==> src/rtl/stopwatch_pkg.sv <==
// Shared encodings for the BCD stopwatch controller and its helpers.
package stopwatch_pkg;

  typedef enum logic [1:0] {
    ST_IDLE  = 2'b00,
    ST_RUN   = 2'b01,
    ST_PAUSE = 2'b10,
    ST_FULL  = 2'b11
  } state_t;

  localparam logic [3:0] BCD_MAX = 4'd9;

endpackage

==> src/rtl/tick_prescaler.sv <==
// Free-running divider producing a one-cycle tick every TICK_DIV enabled cycles.
// Holds its count while disabled; clr has priority over en.
module tick_prescaler #(
  parameter int TICK_DIV = 100
) (
  input  logic clk,
  input  logic rst,
  input  logic en,
  input  logic clr,
  output logic tick
);

  localparam int CW = $clog2(TICK_DIV);
  localparam logic [CW-1:0] LAST = CW'(TICK_DIV - 1);

  logic [CW-1:0] cnt_r;

  // Divider count: cleared, advanced while enabled, or held.
  always_ff @(posedge clk or negedge rst) begin
    if (!rst) begin
      cnt_r <= {CW{1'b0}};
    end else if (clr) begin
      cnt_r <= {CW{1'b0}};
    end else if (en) begin
      cnt_r <= (cnt_r == LAST) ? {CW{1'b0}} : cnt_r + CW'(1);
    end else begin
      cnt_r <= cnt_r;
    end
  end

  assign tick = en & (cnt_r == LAST);

endmodule

==> src/rtl/bcd_stopwatch_ctrl.sv <==
// Run/pause/clear sequencer for a cascaded BCD stopwatch: drives per-digit
// increment enables from the prescaled tick and the counters' carry flags.
module bcd_stopwatch_ctrl
  import stopwatch_pkg::*;
#(
  parameter int TICK_DIV = 100,
  parameter int DIGITS   = 4,
  parameter bit WRAP     = 1'b0
) (
  input  logic              clk,
  input  logic              rst,
  input  logic              start_pb,
  input  logic              lap_pb,
  input  logic              clr_pb,
  input  logic [DIGITS-1:0] carry,
  output logic [DIGITS-1:0] inc_en,
  output logic              digit_clr,
  output logic              disp_freeze,
  output logic              tick,
  output logic [1:0]        state
);

  state_t            state_r;
  state_t            state_nx;
  logic              tick_s;
  logic              all9_s;
  logic              stop_hit_s;
  logic              pre_clr_s;
  logic              kill_s;
  logic              chain_s;
  logic [DIGITS-1:0] inc_s;
  logic              freeze_r;
  logic              dclr_r;

  assign pre_clr_s  = clr_pb | (state_r == ST_IDLE) | (state_r == ST_FULL);
  assign all9_s     = &carry;
  // In stop mode a tick at 9..9 must not roll the digits over.
  assign stop_hit_s = tick_s & all9_s & ~WRAP;

  tick_prescaler #(
    .TICK_DIV (TICK_DIV)
  ) u_prescaler (
    .clk  (clk),
    .rst  (rst),
    .en   (state_r == ST_RUN),
    .clr  (pre_clr_s),
    .tick (tick_s)
  );

  // State register.
  always_ff @(posedge clk or negedge rst) begin
    if (!rst) begin
      state_r <= ST_IDLE;
    end else begin
      state_r <= state_nx;
    end
  end

  // Next-state logic: clear beats start, start beats the full-stop.
  always_comb begin
    state_nx = state_r;
    if (clr_pb) begin
      state_nx = ST_IDLE;
    end else begin
      case (state_r)
        ST_IDLE:  state_nx = start_pb ? ST_RUN : ST_IDLE;
        ST_RUN: begin
          if (start_pb) begin
            state_nx = ST_PAUSE;
          end else if (stop_hit_s) begin
            state_nx = ST_FULL;
          end else begin
            state_nx = ST_RUN;
          end
        end
        ST_PAUSE: state_nx = start_pb ? ST_RUN : ST_PAUSE;
        ST_FULL:  state_nx = ST_FULL;
        default:  state_nx = ST_IDLE;
      endcase
    end
  end

  // Output logic: ripple-carry enable chain across the digits.
  always_comb begin
    kill_s  = clr_pb | stop_hit_s;
    chain_s = 1'b1;
    inc_s   = {DIGITS{1'b0}};
    for (int i = 0; i < DIGITS; i++) begin
      inc_s[i] = tick_s & chain_s & ~kill_s;
      chain_s  = chain_s & carry[i];
    end
  end

  // Registered digit clear and lap freeze flag.
  always_ff @(posedge clk or negedge rst) begin
    if (!rst) begin
      dclr_r   <= 1'b0;
      freeze_r <= 1'b0;
    end else if (clr_pb) begin
      dclr_r   <= 1'b1;
      freeze_r <= 1'b0;
    end else begin
      dclr_r <= 1'b0;
      if (lap_pb && (state_r == ST_RUN || state_r == ST_PAUSE)) begin
        freeze_r <= ~freeze_r;
      end else begin
        freeze_r <= freeze_r;
      end
    end
  end

  assign inc_en      = inc_s;
  assign tick        = tick_s;
  assign state       = state_r;
  assign digit_clr   = dclr_r;
  assign disp_freeze = freeze_r;

endmodule

==> config.mk <==
export PLATFORM = sky130hd
export DESIGN_NAME = bcd_stopwatch_ctrl
export DESIGN_NICKNAME = d
export VERILOG_FILES = /design/src/rtl/stopwatch_pkg.sv /design/src/rtl/tick_prescaler.sv /design/src/rtl/bcd_stopwatch_ctrl.sv
export SDC_FILE = /design/constraint.sdc
export NUM_CORES = 1
export LEC_CHECK = 0
export ABC_CLOCK_PERIOD_IN_PS = 2000
export CAP_MARGIN = 15
export CELL_PAD_IN_SITES_DETAIL_PLACEMENT = 1
export CELL_PAD_IN_SITES_GLOBAL_PLACEMENT = 1
export CORE_MARGIN = 8
export CORE_UTILIZATION = 35
export DETAILED_ROUTE_END_ITERATION = 16
export PLACE_DENSITY_LB_ADDON = 0.1
export SYNTH_ARGS = -nofsm -noshare
export SYNTH_HDL_FRONTEND = slang
export SYNTH_SLANG_ARGS = --single-unit
==> constraint.sdc <==
create_clock -name clk -period 2 [get_ports clk]
set_input_delay 0.6 -clock clk [delete_from_list [all_inputs] [get_ports clk]]
set_output_delay 0.6 -clock clk [all_outputs]
set_load 0.01 [all_outputs]
Word-level counts from Yosys, hierarchy flattened --
Cells that the tools add are included.
Word-level totals: bits in registers 11, bits in latches 0, RAM bits 0, bits in read-only memories 0, input port bits 9, logic and storage cells 43, memories kept 0
Operators by class: $add $sub $neg 1, multipliers 0, div/mod/pow operators 0, $lt $le $gt $ge 0, eq/ne operators 4, shift operators 0, mux-type cells 12, bitwise logic cells 16, reductions and logical operators 6
Operators with widths (number):
- $mux W7 | 3
- $and A1 B1 Y1 | 11
- $mux W2 | 4
- $pmux W2 S4 | 1
- $add A7 B1 Y7 const B | 1
- $eq A7 B7 Y1 const B | 1
- $eq A2 B2 Y1 const B | 2
- $mux W1 | 4
- $reduce_and A4 Y1 | 1
- $reduce_bool A2 Y1 | 2
- $or A1 B1 Y1 | 3
- $eq A2 B1 Y1 const B | 1
- $logic_not A2 Y1 | 1
- $not A1 Y1 | 2
- $logic_and A1 B1 Y1 | 1
- $logic_or A1 B1 Y1 | 1

Longest topological paths before layout --
word-level depth 7, mapped depth 7, gate-level depth less buffers 6

By module --
Synthesis repeated with hierarchy kept, for this count alone.
Second synthesis, totals: cells, all modules 70, area, all modules 686.9 um2
By module, submodules not included:
- tick_prescaler | instances 1, cells each 42, area each 400.4 um2
- bcd_stopwatch_ctrl | instances 1, cells each 28, area each 286.5 um2

Worst setup path after synthesis --
Ideal clock, no wire load.
path kind register -> output, start point register u_prescaler.cnt_r[2], end point output inc_en[3], data arrival time 1510 ps, required time 1400 ps, path slack -110 ps, cell stages (with the launch flop) 5, path through dfrtp_1 nor4b_4 nand4_2 nor4_2 and2_1
Between the ends: word-level cells in the longest chain between the ends 6
RTL lines:
- start, declared | line tick_prescaler.sv:16 | logic [CW-1:0] cnt_r;
- start signal, assigned | line tick_prescaler.sv:21 | cnt_r <= {CW{1'b0}};
- start signal, assigned | line tick_prescaler.sv:23 | cnt_r <= {CW{1'b0}};
- start signal, assigned | line tick_prescaler.sv:25 | cnt_r <= (cnt_r == LAST) ? {CW{1'b0}} : cnt_r + CW'(1);
- $eq A7 B7 Y1 (*) | line tick_prescaler.sv:31 | assign tick = en & (cnt_r == LAST);
- $and A1 B1 Y1 (*) | line tick_prescaler.sv:31
- $and A1 B1 Y1 | line bcd_stopwatch_ctrl.sv:38 | assign stop_hit_s = tick_s & all9_s & ~WRAP;
- $or A1 B1 Y1 | line bcd_stopwatch_ctrl.sv:85 | kill_s = clr_pb | stop_hit_s;
- $not A1 Y1 | line bcd_stopwatch_ctrl.sv:89 | inc_s[i] = tick_s & chain_s & ~kill_s;
- $and A1 B1 Y1 (*) | line bcd_stopwatch_ctrl.sv:89
- end, declared | line bcd_stopwatch_ctrl.sv:16 | output logic [DIGITS-1:0] inc_en,
Every way passes the cells marked *; elsewhere a longest branch is shown, timed or not.

Worst setup path after layout --
start point input carry[3], end point output inc_en[3]
Between the ends: word-level cells in the longest chain between the ends 5
RTL lines:
- start, declared | line bcd_stopwatch_ctrl.sv:15 | input logic [DIGITS-1:0] carry,
- $reduce_and A4 Y1 | line bcd_stopwatch_ctrl.sv:36 | assign all9_s = &carry;
- $and A1 B1 Y1 | line bcd_stopwatch_ctrl.sv:38
- $or A1 B1 Y1 | line bcd_stopwatch_ctrl.sv:85
- $not A1 Y1 | line bcd_stopwatch_ctrl.sv:89
- $and A1 B1 Y1 | line bcd_stopwatch_ctrl.sv:89
Every way passes these cells.

==> impl_metrics.yaml <==
outcome:
  status: "complete, but fails checks"
  violations: "negative setup slack"
timing:
  rsz0062_at_grt: "yes"
  min_period_ps: 2342
  hold-worst-slack_ps: 559.3
  maxSlewViolCount: 0
  hold_viol_final: 0
  worstMarginPinSlew_ps: 521.2
  setup_viol: 5
  relSlewSlack_pct: 65.14
  fin_ws_ps: -342.2
  timing.final.crit_share_pct: 117.1
  timing.fmax_ghz: 0.4270
  clock_skew_ps: 4.631
synthesis:
  synth_edf_count: 0
  synth_top_family_by_area: "simple AND/OR/NAND/NOR gates"
  ys.flop_type: "dfrtp_1"
  synth_cell_type_count: 26
  synth_fa_ha_area_share_pct: 9.042
  synth_compound_area_share_pct: 11.93
  syn_inst: 71
  ys.warnings.count: 0
  synth_nets: 85
  ys_seq_area_share_pct: 39.78
  syn_area_um2: 691.9
  synth_xor_area_share_pct: 3.797
  avgSynthCellArea_um2: 9.745
  synth-simple-area-share_pct: 30.02
  synthMuxAreaShare_pct: 1.447
  async_reset_ff_share_pct: 100.0
  synth-seq-cells: 11
job:
  maxCapViolations: 0
global_route:
  grt_pass1_wl_mm: 3.408
  grt_max_degree: 12
  antenna_found_initial: 0
  grt_usage_pct: 12.21
  overflow: 0
  grt_pass1_vias: 770
clocking:
  clock_sinks: 11
  ctsHoldBuffers: 0
  clock-root-buffer: "clkbuf_4"
  htreeDepth: 1
  insertion_delay_ps: 270
  cts_buffers: 3
  clk_pin_slew_ps: 70
  cts_tree: "done"
  clk_path_buf_depth: 2
detailed_routing:
  viasPerCell: 4.934
  drt_iter0_drc: 7
  via_count: 676
  wl_per_cell_um: 14.18
  ant_nets: 0
  totalWireLength_mm: 1.943
  drcViolationCount: 0
  first_pass_iters: 4
place:
  dpl.hpwl_mm: 1.615
  gp_congestion: 0.7501
  post_dp_cell_area_um2: 1047
  io_buffers: 17
power:
  pwr_density_cell_nw_per_um2: 422.0
  finalPower_mw: 0.4578
  p_leak_nw: 0.4931
  vdd_ir_drop_max_v: 0.0004775
setup_path:
  cp.arrival_ps: 1740
  cp_slowest_cell: "clkdlybuf4s50_1"
  cp-end-kind: "primary output"
  worstSetupPathType: "in -> out"
  critPathRequiredTime_ps: 1400
  crit_path_max_incr_delay_ps: 410
  crit_fanout: 3
  crit_buf_inv: 2
  crit_family: "simple AND/OR/NAND/NOR gates"
  crit_chain: "clkdlybuf4s50_1, nand2_1, nor2_4, nor4_4, and2_4, buf_6"
  start_kind: "primary input"
die:
  initial_core_util_pct: 36.00
  die_h_um: 60.46
  core_um2: 1922
  die_x_um: 60.46
  num_rows: 16
  pin_count: 18
  die_area_um2: 3655
final_layout:
  final_cell_area_um2: 1085
  layout_common_cells: "buf_4 (19), dfrtp_1 (10), nor2_1 (9), clkdlybuf4s50_1 (9)"
  antenna_cells: 0
  final_nets: 125
  syn_to_final_growth_pct: 56.78
  drive_gt1_share_pct: 35.45
  post-route-util_pct: 56.45
  final_common_cell: "buf_4"
min_path:
  min_path_type: "reg -> reg"
-- per-stage QoR --
stage,cells,setup slack (ps),TNS [ps]
6_report,137,-342.2,-1273
5_1_grt,137,-442.6,-1746
4_1_cts,137,-353.1,-1374
3_5_place_dp,132,-838.9,-4322
3_3_place_gp,132,-773.9,-4023
2_1_floorplan,71,-55.95,-55.95
-- synth_stat cells (3+ instances only) --
cell type | count | share of area (%)
nor2_1 | 10 | 5.4
xor2_1 | 3 | 3.8
nand3_1 | 3 | 2.2
nor3_1 | 3 | 2.2
a21oi_1 | 3 | 2.2
o21ai_0 | 3 | 2.2
dfrtp_1 | 11 | 40
nand2_1 | 5 | 2.7
inv_1 | 5 | 2.7
ha_1 | 5 | 9.0
-- worst paths after layout --
check                                         from  slack (ps)  depth (start not counted)                               end
max in group asynchronous                      rst         950                          1  u_prescaler.cnt_r[2]$_DFFE_PN0P_
min reg2reg                disp_freeze$_DFFE_PN0P_         560                          2           disp_freeze$_DFFE_PN0P_
min in group asynchronous                      rst         670                          1                state[0]$_DFF_PN0_
max                                       carry[3]        -340                          6                         inc_en[3]
max reg2reg                     state[0]$_DFF_PN0_         370                          6  u_prescaler.cnt_r[2]$_DFFE_PN0P_
min                        disp_freeze$_DFFE_PN0P_         560                          2           disp_freeze$_DFFE_PN0P_
-- cell type report --
type | instances | area (um^2)
fillers | 241 | 837.1
repair buffers | 37 | 307.8
multi-input cells | 53 | 421.7
clock buffers | 4 | 26.28
inverters | 5 | 18.77
flip-flops and latches | 11 | 276.5
well taps | 27 | 33.78
-- registers in the layout, indices dropped and copies added, names as in the netlist --
name               cells
disp_freeze            1
u_prescaler.cnt_r      7
state                  2
digit_clr              1
-- power by group --
part	internal, mW	leakage [nW]	switching [mW]
Combinational	0.0379	0.330	0.0372
Clock	0.0772	0.0150	0.0769
Sequential	0.226	0.148	0.00230
Total	0.341	0.493	0.116
-- layer usage --
metal / part of all wire (%) / track usage, % / routed length [um]
met2: 53 / 22.56 / 1027
met4: 0 / 0.9967 / 0
met3: 3.8 / 4.661 / 73
met5: 0 / 0 / 0
met1: 43 / 13.36 / 842
-- cells by family (layout without fill, tap and decap cells) --
kind of cell,Yosys count,after routing
buffers and inverters,7,46
DFF,11,11
adders and majority gates,5,5
xor gates and xnor gates,3,3
muxes,1,1
AOI/OAI and AO/OA,10,10
and+or+nand+nor,34,34
-- timing repair --
| action | 4_1_cts | 5_1_grt |
|---|---|---|
| pin swaps | 6 | 1 |
| setup endpoints to repair | 5 | 5 |
| resized for setup | 28 | 0 |
| setup buffers | 2 | 0 |
-- worst reg2reg max path, cell delays in order (launching register included) --
cell and delay [ps]:
dfrtp_1 360, buf_4 120, inv_1 60, ha_1 250
or3_1 470, buf_4 190, nor2_1 100
Note: power is estimated with default switching activity, not from simulation.
